File: config.mk
export PLATFORM = sky130hd
export DESIGN_NAME = cc_miss_request_unit
export DESIGN_NICKNAME = d
export VERILOG_FILES = /design/src/rtl/cc_pkg.sv /design/src/rtl/cc_outstanding_counter.sv /design/src/rtl/cc_miss_request_unit.sv
export SDC_FILE = /design/constraint.sdc
export NUM_CORES = 1
export LEC_CHECK = 0
export CAP_MARGIN = 20
export CORE_MARGIN = 3
export CORE_UTILIZATION = 39
export CTS_BUF_LIST = sky130_fd_sc_hd__clkbuf_2
export DETAILED_ROUTE_END_ITERATION = 8
export PLACE_DENSITY = 0.91
export SLEW_MARGIN = 30
export SYNTH_ARGS = -nofsm -noshare
export SYNTH_HDL_FRONTEND = slang
export SYNTH_SLANG_ARGS = --single-unit
export TNS_END_PERCENT = 50
File: constraint.sdc
create_clock -name clk -period 6.5 [get_ports clk]
set_input_delay 1.95 -clock clk [delete_from_list [all_inputs] [get_ports clk]]
set_output_delay 1.95 -clock clk [all_outputs]
set_load 0.01 [all_outputs]
File: src/rtl/cc_pkg.sv
// Shared cache-controller definitions: AXI burst constants,
// miss address field positions and the miss request FSM encoding.
package cc_pkg;

    localparam logic [1:0] AXI_BURST_WRAP = 2'b10;
    localparam logic [3:0] CC_ARLEN       = 4'd7;
    localparam logic [2:0] CC_ARSIZE      = 3'b011;

    localparam int TAG_MSB  = 31;
    localparam int TAG_LSB  = 15;
    localparam int IDX_MSB  = 14;
    localparam int IDX_LSB  = 6;
    localparam int WORD_MSB = 5;
    localparam int WORD_LSB = 3;

    typedef enum logic {
        IDLE   = 1'b0,
        AR_REQ = 1'b1
    } miss_req_state_t;

    // Critical word first: keep tag/index/word, drop the byte offset.
    function automatic logic [31:0] cc_beat_addr(input logic [31:0] a);
        return {a[31:WORD_LSB], 3'b000};
    endfunction

endpackage

File: src/rtl/cc_outstanding_counter.sv
// Count of line fills in flight; an rlast seen with nothing
// in flight is ignored and raises a sticky error flag.
module cc_outstanding_counter #(
    parameter int MAX = 4
) (
    input  logic       clk,
    input  logic       rst_n,
    input  logic       inc,
    input  logic       dec,
    output logic [2:0] count,
    output logic       at_limit,
    output logic       err
);

    logic [2:0] count_q;
    logic [2:0] count_d;
    logic       err_q;
    logic       err_d;

    always_ff @(posedge clk) begin
        if (!rst_n) begin
            count_q <= 3'd0;
            err_q   <= 1'b0;
        end else begin
            count_q <= count_d;
            err_q   <= err_d;
        end
    end

    always_comb begin
        count_d = count_q;
        err_d   = err_q;
        if (dec && (count_q == 3'd0)) begin
            err_d = 1'b1;
            if (inc) begin
                count_d = count_q + 3'd1;
            end
        end else if (inc && !dec) begin
            count_d = count_q + 3'd1;
        end else if (dec && !inc) begin
            count_d = count_q - 3'd1;
        end
    end

    assign count    = count_q;
    assign at_limit = (count_q >= 3'(MAX));
    assign err      = err_q;

endmodule

File: src/rtl/cc_miss_request_unit.sv
// Accepts a cache miss, pushes its address to the fill FIFO and
// issues one 8-beat WRAP AR burst; throttles on FIFO full / fill limit.
module cc_miss_request_unit
    import cc_pkg::*;
#(
    parameter int MAX_OUTSTANDING = 4
) (
    input  logic        clk,
    input  logic        rst_n,
    input  logic        miss_req_valid_i,
    input  logic [31:0] miss_req_addr_i,
    output logic        miss_req_ready_o,
    input  logic        miss_addr_fifo_full_i,
    output logic        miss_addr_fifo_wren_o,
    output logic [31:0] miss_addr_fifo_wdata_o,
    output logic        mem_arvalid_o,
    input  logic        mem_arready_i,
    output logic [31:0] mem_araddr_o,
    output logic [3:0]  mem_arlen_o,
    output logic [2:0]  mem_arsize_o,
    output logic [1:0]  mem_arburst_o,
    input  logic        mem_rvalid_i,
    input  logic        mem_rready_i,
    input  logic        mem_rlast_i,
    output logic [2:0]  outstanding_o,
    output logic        protocol_err_o
);

    miss_req_state_t state_q;
    miss_req_state_t state_d;
    logic [31:0]     araddr_q;
    logic            accept;
    logic            rlast_hs;
    logic            at_limit;

    always_ff @(posedge clk) begin
        if (!rst_n) begin
            state_q <= IDLE;
        end else begin
            state_q <= state_d;
        end
    end

    always_comb begin
        state_d = state_q;
        unique case (state_q)
            IDLE:    if (accept) state_d = AR_REQ;
            AR_REQ:  if (mem_arready_i) state_d = IDLE;
            default: state_d = IDLE;
        endcase
    end

    // Ready is gated by rst_n so nothing is accepted while reset is held.
    always_comb begin
        miss_req_ready_o = rst_n
                         & (state_q == IDLE)
                         & !miss_addr_fifo_full_i
                         & !at_limit;
        accept                 = miss_req_valid_i & miss_req_ready_o;
        miss_addr_fifo_wren_o  = accept;
        miss_addr_fifo_wdata_o = miss_req_addr_i;
        mem_arvalid_o          = (state_q == AR_REQ);
        mem_araddr_o           = araddr_q;
        mem_arlen_o            = CC_ARLEN;
        mem_arsize_o           = CC_ARSIZE;
        mem_arburst_o          = AXI_BURST_WRAP;
    end

    always_ff @(posedge clk) begin
        if (!rst_n) begin
            araddr_q <= 32'd0;
        end else if (accept) begin
            araddr_q <= cc_beat_addr(miss_req_addr_i);
        end
    end

    assign rlast_hs = mem_rvalid_i & mem_rready_i & mem_rlast_i;

    cc_outstanding_counter #(
        .MAX (MAX_OUTSTANDING)
    ) u_outstanding (
        .clk      (clk),
        .rst_n    (rst_n),
        .inc      (accept),
        .dec      (rlast_hs),
        .count    (outstanding_o),
        .at_limit (at_limit),
        .err      (protocol_err_o)
    );

endmodule
# Word level (Yosys, flattened, before mapping)
# Cells that the tools add are included.
[totals]
register_bits = 34
inputBits = 40
wordCells = 32
[classes]
reduce_logical = 10
order_cmp = 1
bitwise = 7
eq_ne = 1
n_addsub = 2
muxes = 7
[op_table]
columns = ["op", "n"]
rows = [
  ["two-way mux 3 bit", 4],
  ["AND 1 bit", 6],
  ["zero test 1 bit", 4],
  ["adder 3 x 1 -> 3 bit (second input constant)", 1],
  ["greater-or-equal comparator 3 bit (second input constant)", 1],
  ["logical AND 1 bit", 3],
  ["zero test 3 bit", 1],
  ["nonzero test 3 bit", 1],
  ["subtractor 3 x 1 -> 3 bit (second input constant)", 1],
  ["two-way mux 1 bit", 2],
  ["!= test 2 x 1 -> 1 bit (second input constant)", 1],
  ["one-hot mux 1 bit (2 select lines)", 1],
  ["AND reduction 2 bit", 1],
  ["NOT 1 bit", 1],
]

# Logic depth before layout (Yosys ltp)
# Gate-level depths: netlist of run 1.
[depth]
ltp_word = 10
ltp_mapped = 10
ltp_nobuf = 8

# Hierarchy
# A second synthesis of run 1 with hierarchy kept.
[unflattened]
cells_unflattened = 211
hier_area_um2 = 1854.3
[modules_own_cells]
columns = ["mod", "cells_per_inst", "area_each_um2", "instances"]
rows = [
  ["cc_miss_request_unit", 180, 1575.3, 1],
  ["cc_outstanding_counter", 31, 279.0, 1],
]

# Least setup slack after synthesis of run 1
# Ideal clock, no wire load.
[synth_timing]
kind = "input-to-output"
from = "input rst_n"
to = "output miss_addr_fifo_wren_o"
slack_ns = 1.836
stages = 5
arrival_ns = 2.714
cell_sequence = "buf_4 > nor4b_4 > nand2_2 > clkinv_2 > buf_6"
[synth_via]
elab_chain_cells = 4
[synth_lines]
columns = ["element", "line", "rtl"]
rows = [
  ["start, declared", "cc_miss_request_unit.sv:9", "input logic rst_n,"],
  ["AND 1 bit", "cc_miss_request_unit.sv:56", "& (state_q == IDLE)"],
  ["AND 1 bit", "cc_miss_request_unit.sv:57", "& !miss_addr_fifo_full_i"],
  ["AND 1 bit", "cc_miss_request_unit.sv:58", "& !at_limit;"],
  ["via miss_req_ready_o", "cc_miss_request_unit.sv:12", "output logic miss_req_ready_o,"],
  ["AND 1 bit", "cc_miss_request_unit.sv:59", "accept = miss_req_valid_i & miss_req_ready_o;"],
  ["end, declared", "cc_miss_request_unit.sv:14", "output logic miss_addr_fifo_wren_o,"],
]
# The timed path passes the listed nets, and every way through them passes these cells.

# Worst setup path in the final report of run 1
[layout_timing]
from = "input rst_n"
to = "output miss_addr_fifo_wren_o"
[layout_via]
elab_chain_cells = 4
[layout_lines]
columns = ["element", "line"]
rows = [
  ["AND 1 bit", "cc_miss_request_unit.sv:56"],
  ["AND 1 bit", "cc_miss_request_unit.sv:57"],
  ["AND 1 bit", "cc_miss_request_unit.sv:58"],
  ["AND 1 bit", "cc_miss_request_unit.sv:59"],
]
# Every way passes these cells.

==> results_dict.tcl, run 1 <==
set metrics [dict create \
    worstPathCellList "clkdlybuf4s50_1 -> nor4b_4 -> nand2_2 -> clkinv_2 -> clkdlybuf4s50_1" \
    power.net_switching_uw 121.0 \
    place_congestion 0.8250 \
    drv_slew 0 \
    status "complete, no violations" \
    place_inst 319 \
    min_period_over_period_pct 87.70 \
    vias_per_cell 4.541 \
    grt_max_degree 37 \
    start_util_pct 42.01 \
    finalNetCount 320 \
    fin_cells 327 \
    combPwrFrac_pct 26.6 \
    yosys-top-cells-area "dfxtp_1 (39%), buf_4 (20%), nand2_1 (14%)" \
    cts-resized-gates 0 \
    ys_seq_area_share_pct 38.83 \
    criticalPathCategory "input port to output pin" \
    power.static_leakage_nw 0.9687 \
    wl_per_cell_um 11.96 \
    worst_setup_path_start_kind "input port" \
    p_seq_share_pct 51.9 \
    critical_path.max_fanout 33 \
    drive_above_1_share_pct 4.693 \
    slew_headroom_pct 63.69 \
    rows 23 \
    nFillCells 352 \
    yosysTopAreaCell "dfxtp_1" \
    finalWirelength_um 3910 \
    clock_latency_ns 0.35 \
    drt-pass1-iter-count 4 \
    fmax_mhz 175.4 \
    syn_inst 210 \
    swShare_pct 27.92 \
    hold_path.class "register to register" \
    critPathMaxStageDelay_ns 0.63 \
    grt.total_usage_pct 14.82 \
    powerDensity_nw_per_um2 171.2 \
    final_hold_viol_count 0 \
    crit_path_end_kind "output pin" \
    peakVddDrop_mv 0.09561 \
    vias 1485 \
    avgSynthCellArea_sq_um 8.347 \
    tightest_slew_ns 0.5405 \
    path_common_cell "clkdlybuf4s50_1" \
    cts_tree "built" \
    synth_top_area_share_pct 38.83 \
    ios 120 \
    htree_levels 2 \
    grt_overflow 0 \
    setup-tns-final_ns 0 \
    post-cts-setup-buffers 0 \
    p_int_uw 312.4 \
    dieArea_sq_um 5335 \
    required_ns 4.55 \
    cts_hold_buffers 0 \
    area_growth_pct 44.40 \
    period_needed_ns 5.701 \
    antenna_found_initial 0 \
    cts-buffers-inserted 5 \
    yosysUniqueCellTypes 23 \
    die_x_um 73.04 \
    ys_warn_count 0 \
    place_area_sq_um 2492 \
    cts.sinks 34 \
    critical-path-slowest-cell "clkdlybuf4s50_1" \
    crit_arrival_ns 3.75 \
    maxCapViolations 0 \
    path_buf_inv 3 \
    clock-root-buffer "clkbuf_2" \
    setup_violations 0 \
    drc_errors 0 \
    drtIter0Drc 38 \
    path_delay_family "buffers and inverters" \
    clk_path_buf_depth 2 \
    grt_pass1_wl_um 6244 \
    antenna_cells 0 \
    dp_hpwl_um 3001 \
    finClkSkew_ns 0.01094 \
    rsz0062_at_grt "false" \
    ant_nets 0 \
    core-area_sq_um 4173 \
    grt_pass1_vias 1407 \
    port_buffers 101 \
    design_area_sq_um 2531 \
    pwr-share-clk_pct 21.4 \
    die_h_um 73.04 \
    cts.clk_slew.worst_paths_ns 0.17 \
    syn_area_sq_um 1753 \
    ys_ff_latch 34 \
]
==> per-layer routing <==
metal	part of all wire, %	vias up	global-route usage [%]
li1	-	747	-
met1	39	665	15.57
met2	50	68	26.51
met3	10	5	6.336
met4	1.1	0	4.508
met5	0	-	0
==> final timing paths <==
kind                                                          start                             endpoint  cells after the start  slack (ns)
worst min register to register        mem_araddr_o[21]$_SDFFE_PN0P_        mem_araddr_o[21]$_SDFFE_PN0P_                      2        0.46
worst min-delay path                  mem_araddr_o[21]$_SDFFE_PN0P_        mem_araddr_o[21]$_SDFFE_PN0P_                      2        0.46
worst max register to register  u_outstanding.count[2]$_SDFFE_PN0P_  u_outstanding.count[2]$_SDFFE_PN0P_                      8        4.16
worst max-delay path                                          rst_n                miss_addr_fifo_wren_o                      5        0.80
==> power groups by stage <==
stage                     Clock (mW)  Sequential (mW)  Combinational (mW)
after floorplan                    0            0.234              0.0636
after global placement             0            0.229               0.114
after detailed placement           0            0.230               0.116
after CTS                     0.0986            0.225               0.117
after global routing           0.105            0.227               0.125
final                         0.0930            0.225               0.115
==> Yosys cell counts <==
cell / number
clkinv_2: 1
o311a_1: 1
nor3_1: 1
conb_1: 2
xor2_1: 1
inv_1: 4
nand2_2: 1
dfxtp_1: 34
ha_1: 4
clkbuf_1: 6
a21boi_1: 28
o21ai_0: 2
mux2_2: 1
a21boi_0: 2
nand3_1: 1
nand2b_1: 2
mux2i_1: 3
buf_4: 47
buf_6: 1
a31oi_1: 2
nand2_1: 64
o21a_1: 1
nor4b_4: 1
==> worst min-delay path: cells and delay by family, from the launching register on <==
family,cells,cell delay (ns)
flops,1,0.34
simple gates,1,0.05
compound gates,1,0.05
==> stage by stage <==
| stage | worst slack [ns] | hold slack [ns] | utilization [%] | power [mW] |
|---|---|---|---|---|
| finish | 0.7993 | 0.4635 | 60.66 | 0.4334 |
| detailed placement | 0.7695 | 0.4443 | 59.73 | 0.3462 |
| CTS | 0.7604 | 0.4646 | 60.66 | 0.4409 |
| global route | 0.6781 | 0.4823 | 60.66 | 0.4573 |
| global placement | 0.7954 | 0.4396 | 59.73 | 0.3433 |
| floorplan | 1.836 | 0.4792 | - | 0.2973 |
==> registers in the layout, summed over array words and instances, names as in the netlist <==
signal               flops
mem_araddr_o            29
u_outstanding.count      3
mem_arvalid_o            1
u_outstanding.err        1
==> cells by family after synthesis <==
logic type	count (synthesis)	synth area share, %
adder cells (fa/ha/maj)	4	2.855
other	2	0.4284
AND/OR/NAND/NOR	70	16.70
multiplexers	4	2.355
XOR/XNOR	1	0.4997
AO/OA/AOI/OAI	36	15.13
flip-flops	34	38.83
buffers and inverters	59	23.20
==> placed cells by master, fill, tap and decap left out <==
| master | netlist | routed |
|---|---|---|
| clkdlybuf4s50_1 | 0 | 101 |
| nand2_1 | 64 | 64 |
| dfxtp_1 | 34 | 34 |
| a21boi_1 | 28 | 28 |
| conb_1 | 2 | 12 |
| clkbuf_2 | 0 | 6 |
| inv_1 | 4 | 4 |
| ha_1 | 4 | 4 |
| mux2i_1 | 3 | 3 |
| clkinv_2 | 1 | 2 |
| nand2b_1 | 2 | 2 |
| a21boi_0 | 2 | 2 |
| a31oi_1 | 2 | 2 |
| o21ai_0 | 2 | 2 |
| buf_4 | 47 | 2 |
| nor4b_4 | 1 | 1 |
| nand2_2 | 1 | 1 |
| nand3_1 | 1 | 1 |
| nor3_1 | 1 | 1 |
| mux2_2 | 1 | 1 |
| o311a_1 | 1 | 1 |
| o21a_1 | 1 | 1 |
| xor2_1 | 1 | 1 |
| clkinv_1 | 0 | 1 |
==> cell type report <==
class | count | area, sq um | share of cell area (%)
repair buffers | 103 | 1026 | 40.53
multi-input cells | 127 | 703.2 | 27.78
flip-flops and latches | 34 | 680.7 | 26.89
well taps | 50 | 62.56 | 2.472
clock buffers | 6 | 30.03 | 1.186
inverters | 5 | 20.02 | 0.7909
clock inverters | 2 | 8.758 | 0.3460
No activity file was read; power rests on OpenSTA's default activity.
==> inputs of run 2 (changes only) <==
--- a/config.mk
+++ b/config.mk
@@ -7,10 +7,10 @@
 export LEC_CHECK = 0
 export CAP_MARGIN = 20
 export CORE_MARGIN = 3
-export CORE_UTILIZATION = 39
+export CORE_UTILIZATION = 36
 export CTS_BUF_LIST = sky130_fd_sc_hd__clkbuf_2
 export DETAILED_ROUTE_END_ITERATION = 8
-export PLACE_DENSITY = 0.91
+export PLACE_DENSITY = 0.85
 export SLEW_MARGIN = 30
 export SYNTH_ARGS = -nofsm -noshare
 export SYNTH_HDL_FRONTEND = slang
==> constraint.sdc (replaced) <==
create_clock -name clk -period 5.3 [get_ports clk]
set_input_delay 1.59 -clock clk [delete_from_list [all_inputs] [get_ports clk]]
set_output_delay 1.59 -clock clk [all_outputs]
set_load 0.01 [all_outputs]
==> run 2 against run 1 <==
Via count down 0.74%; clock skew down 0.0019 ns; final area up 1.8%; power up 33%; first-iteration DRC count down 18%; sequential cell count unchanged; non-clock buffer count up 1; wire length down 0.72%; global-route usage down 1.4 points; largest cell class unchanged; largest power group unchanged.
==> results_dict.tcl, run 2 (synthesis results as in run 1) <==
set metrics [dict create \
    crit_arrival_ns 3.00 \
    p_int_uw 427.4 \
    slew_headroom_pct 59.80 \
    die_h_um 75.78 \
    largest_reg_flops 29 \
    power.static_leakage_nw 0.9801 \
    pwr-share-clk_pct 27.2 \
    post-cts-setup-buffers 0 \
    setup_violations 0 \
    criticalPathCategory "input port to output pin" \
    area_growth_pct 47.04 \
    drc_errors 0 \
    wl_per_cell_um 11.35 \
    drt-pass1-iter-count 4 \
    place_area_sq_um 2519 \
    ios 120 \
    place_congestion 0.7158 \
    final_hold_viol_count 0 \
    cts_tree "built" \
    antenna_found_initial 0 \
    combPwrFrac_pct 24.7 \
    cts.sinks 34 \
    p_seq_share_pct 48.0 \
    grt_pass1_wl_um 5996 \
    required_ns 3.71 \
    finalNetCount 321 \
    maxCapViolations 0 \
    clk_path_buf_depth 2 \
    rsz0062_at_grt "false" \
    tightest_slew_ns 0.5984 \
    drv_slew 0 \
    hold_path.class "register to register" \
    period_needed_ns 4.587 \
    cts-resized-gates 0 \
    port_buffers 101 \
    fmax_mhz 218.0 \
    multi_input_area_sq_um 703.2 \
    htree_levels 2 \
    grt_overflow 0 \
    nFillCells 425 \
    rows 24 \
    grt.total_usage_pct 13.42 \
    cts_hold_buffers 0 \
    cts-buffers-inserted 5 \
    powerDensity_nw_per_um2 222.9 \
    vias 1474 \
    cts.clk_slew.worst_paths_ns 0.16 \
    drive_above_1_share_pct 4.693 \
    grt_max_degree 37 \
    critical_path.max_fanout 2 \
    min_period_over_period_pct 86.55 \
    setup-tns-final_ns 0 \
    grt_pass1_vias 1396 \
    start_util_pct 38.66 \
    clock-root-buffer "clkbuf_2" \
    layout_common_cells "clkdlybuf4s50_1 (101), nand2_1 (64), dfxtp_1 (34), a21boi_1 (28), conb_1 (12)" \
    ant_nets 0 \
    power.net_switching_uw 147.1 \
    vias_per_cell 4.310 \
    antenna_cells 0 \
    design_area_sq_um 2577 \
    drtIter0Drc 31 \
    dp_hpwl_um 2947 \
    worst_setup_path_start_kind "input port" \
    finalWirelength_um 3882 \
    status "complete, no violations" \
    final_common_cell "clkdlybuf4s50_1" \
    die_x_um 75.78 \
    crit_path_end_kind "output pin" \
    dieArea_sq_um 5743 \
    clock_latency_ns 0.35 \
    regArea_sq_um 680.7 \
    finClkSkew_ns 0.009080 \
    peakVddDrop_mv 0.1280 \
    swShare_pct 25.61 \
    core-area_sq_um 4534 \
]
==> run 2: through the flow <==
stage               cells  setup slack (ns)  total power [mW]  util [%]  hold WS [ns]
finish                342            0.7127            0.5746     56.84        0.4607
global route          342            0.6612            0.6091     56.84        0.4853
CTS                   342            0.6992            0.5866     56.84        0.4649
detailed placement    335            0.7188            0.4254     55.55        0.4439
global placement      335            0.7067            0.4222     55.55        0.4397
floorplan             220             1.356            0.3646         -        0.4792
==> run 2: critical path, cell delays in order <==
cell and delay (ns):
clkdlybuf4s50_1 0.49, nor4b_4 0.23, nand2_2 0.10, clkinv_2 0.06
clkdlybuf4s50_1 0.53
==> run 2: routing by layer <==
layer / routed length (um) / track usage [%]
met5: 0 / 0
met3: 284 / 4.354
met4: 11 / 3.689
met2: 2048 / 24.52
met1: 1537 / 14.74
==> run 2: worst paths after layout <==
path	from	to	slack [ns]	depth (start not counted)
max	rst_n	miss_addr_fifo_wren_o	0.71	5
min	mem_araddr_o[15]$_SDFFE_PN0P_	mem_araddr_o[15]$_SDFFE_PN0P_	0.46	2
max reg2reg	u_outstanding.count[2]$_SDFFE_PN0P_	u_outstanding.count[2]$_SDFFE_PN0P_	3.00	9
min reg2reg	mem_araddr_o[15]$_SDFFE_PN0P_	mem_araddr_o[15]$_SDFFE_PN0P_	0.46	2
==> run 2: power by group through the flow <==
| stage | sequential (mW) | clock [mW] | combinational [mW] |
|---|---|---|---|
| after CTS | 0.276 | 0.166 | 0.144 |
| after global placement | 0.281 | 0 | 0.141 |
| after floorplan | 0.287 | 0 | 0.0780 |
| final | 0.276 | 0.156 | 0.142 |
| after detailed placement | 0.282 | 0 | 0.144 |
| after global routing | 0.278 | 0.176 | 0.155 |
==> run 2: cell type report <==
| type | count | share of cell area [%] |
|---|---|---|
| clock inverter | 2 | 1.311 |
| inverter | 5 | 0.7767 |
| multi-input combinational | 127 | 27.28 |
| clock buffer | 5 | 0.9709 |
| timing repair buffer | 104 | 40.10 |
| sequential | 34 | 26.41 |
| tap | 65 | 3.155 |
==> inputs of run 3 (changes only) <==
--- a/config.mk
+++ b/config.mk
@@ -7,10 +7,11 @@
 export LEC_CHECK = 0
 export CAP_MARGIN = 20
 export CORE_MARGIN = 3
-export CORE_UTILIZATION = 36
+export CORE_UTILIZATION = 50
 export CTS_BUF_LIST = sky130_fd_sc_hd__clkbuf_2
 export DETAILED_ROUTE_END_ITERATION = 8
-export PLACE_DENSITY = 0.85
+export DONT_BUFFER_PORTS = 1
+export PLACE_DENSITY = 0.68
 export SLEW_MARGIN = 30
 export SYNTH_ARGS = -nofsm -noshare
 export SYNTH_HDL_FRONTEND = slang
==> run 3 against run 2 <==
Die area shrank 26%; first-iteration DRC count rose to 2.9 times the previous value; largest cell class is now multi-input combinational cells; highest routed layer unchanged; cell count fell by 36%; count of clock-buffer cells in the layout grew 1; critical endpoint unchanged; largest power group unchanged.
==> results_dict.tcl, run 3 (synthesis results as in run 1) <==
set metrics [dict create \
    worst_setup_path_start_kind "input port" \
    regArea_sq_um 680.7 \
    area_growth_pct -14.13 \
    dieArea_sq_um 4252 \
    r2r-end "u_outstanding.count[2]$_SDFFE_PN0P_" \
    drt-pass1-iter-count 4 \
    swShare_pct 28.31 \
    die_x_um 65.21 \
    wl_per_cell_um 14.49 \
    critical_path.max_fanout 33 \
    power.static_leakage_nw 0.5864 \
    rsz0062_at_grt "false" \
    cts_tree "built" \
    clock-root-buffer "clkbuf_2" \
    grt_pass1_wl_um 5099 \
    pwr-share-clk_pct 25.4 \
    start_util_pct 54.73 \
    antenna_found_initial 0 \
    status "complete, no violations" \
    clock_latency_ns 0.35 \
    core-area_sq_um 3203 \
    period_needed_ns 4.103 \
    min_period_over_period_pct 77.41 \
    multi_input_area_sq_um 703.2 \
    die_h_um 65.21 \
    final_hold_viol_count 0 \
    fin_hold_ws_ns 0.5110 \
    peakVddDrop_mv 0.1487 \
    cts_hold_buffers 0 \
    power.net_switching_uw 126.8 \
    rr_startpoint "u_outstanding.count[2]$_SDFFE_PN0P_" \
    ant_nets 0 \
    finalNetCount 218 \
    combPwrFrac_pct 11.2 \
    grt_overflow 0 \
    min_path_cells 2 \
    hold_end "mem_araddr_o[8]$_SDFFE_PN0P_" \
    required_ns 3.71 \
    grt_pass1_vias 1134 \
    clk_path_buf_depth 2 \
    r2r_slack_ns 2.28 \
    setup-tns-final_ns 0 \
    place_congestion 0.6089 \
    tightest_slew_ns 0.5986 \
    crit_arrival_ns 2.51 \
    fin_ws_ns 1.197 \
    drv_slew 0 \
    post-cts-setup-buffers 0 \
    drtIter0Drc 91 \
    grt_max_degree 38 \
    maxCapViolations 0 \
    slew_headroom_pct 59.95 \
    vias 1164 \
    vias_per_cell 5.315 \
    powerDensity_nw_per_um2 297.5 \
    p_seq_share_pct 63.4 \
    design_area_sq_um 1505 \
    finClkSkew_ns 0.007879 \
    worstHoldStart "mem_araddr_o[8]$_SDFFE_PN0P_" \
    port_buffers 0 \
    nFillCells 336 \
    pre_cts_ws_ns 1.180 \
    drive_above_1_share_pct 6.857 \
    dp_hpwl_um 2310 \
    cts-resized-gates 0 \
    ios 120 \
    place_area_sq_um 1466 \
    crit_path_end_kind "output pin" \
    cts.sinks 34 \
    final_common_cell "nand2_1" \
    p_int_uw 321.0 \
    grt.total_usage_pct 15.55 \
    largest_reg_flops 29 \
    htree_levels 2 \
    drc_errors 0 \
    antenna_cells 0 \
    fmax_mhz 243.7 \
    ff2ff_path_depth 9 \
    power_uw 447.8 \
    criticalPathCategory "input port to output pin" \
    rows 20 \
    cts.clk_slew.worst_paths_ns 0.15 \
    setup_violations 0 \
    finalWirelength_um 3174 \
    cts-buffers-inserted 5 \
    hold_path.class "register to register" \
    layout_common_cells "nand2_1 (64), dfxtp_1 (34), a21boi_1 (28), conb_1 (12), clkbuf_2 (6)" \
]
-- run 3: cell count changes in the layout (fill, tap and decap cells not counted), sizes merged --
| cell | change |
|---|---|
| buf | -2 |
| bufinv | -1 |
| clkbuf | +1 |
| clkdlybuf4s50 | -101 |
| clkinv | +1 |
-- run 3: power groups by stage --
stage          combinational (mW)  clock, mW  sequential, mW
4_1_cts                    0.0503      0.120           0.284
6_report                   0.0503      0.114           0.284
3_5_place_dp               0.0497          0           0.290
5_1_grt                    0.0572      0.133           0.286
2_1_floorplan              0.0780          0           0.287
3_3_place_gp               0.0456          0           0.289
-- run 3: cell type report --
cell class / instances / area share [%]
Multi-Input combinational cell: 127 / 46.72
Sequential cell: 34 / 45.22
Tap cell: 44 / 3.658
Clock buffer: 6 / 1.995
Inverter: 5 / 1.330
Clock inverter: 2 / 0.5819
Timing Repair Buffer: 1 / 0.4988
-- run 3: critical path, stage by stage --
cell and delay [ns]:
nor4b_4 0.30, nand2_2 0.43, clkinv_2 0.19
-- run 3: how the worst max path moves through the flow --
stage | startpoint | end | slack (ns) | cells past startpoint
floorplan | rst_n | miss_addr_fifo_wren_o | 1.36 | 5
global placement | miss_addr_fifo_full_i | miss_addr_fifo_wren_o | 1.21 | 3
global route | miss_addr_fifo_full_i | miss_addr_fifo_wren_o | 1.09 | 3
CTS | miss_addr_fifo_full_i | miss_addr_fifo_wren_o | 1.18 | 3
finish | miss_addr_fifo_full_i | miss_addr_fifo_wren_o | 1.20 | 3
detailed placement | miss_addr_fifo_full_i | miss_addr_fifo_wren_o | 1.18 | 3
-- run 3: metrics by stage --
| step | std cells | utilization (%) |
|---|---|---|
| final | 219 | 46.99 |
| after global placement | 211 | 45.78 |
| after detailed placement | 211 | 45.78 |
| after global routing | 219 | 46.99 |
| after CTS | 219 | 46.99 |
| after floorplan | 220 | - |
-- run 3: layer usage --
metal / vias to the layer above / GRT usage (%) / share of wire, %
li1: 540 / - / -
met1: 522 / 14.51 / 33
met2: 91 / 27.31 / 50
met3: 11 / 8.034 / 14
met4: 0 / 8.290 / 2.0
met5: - / 0 / 0
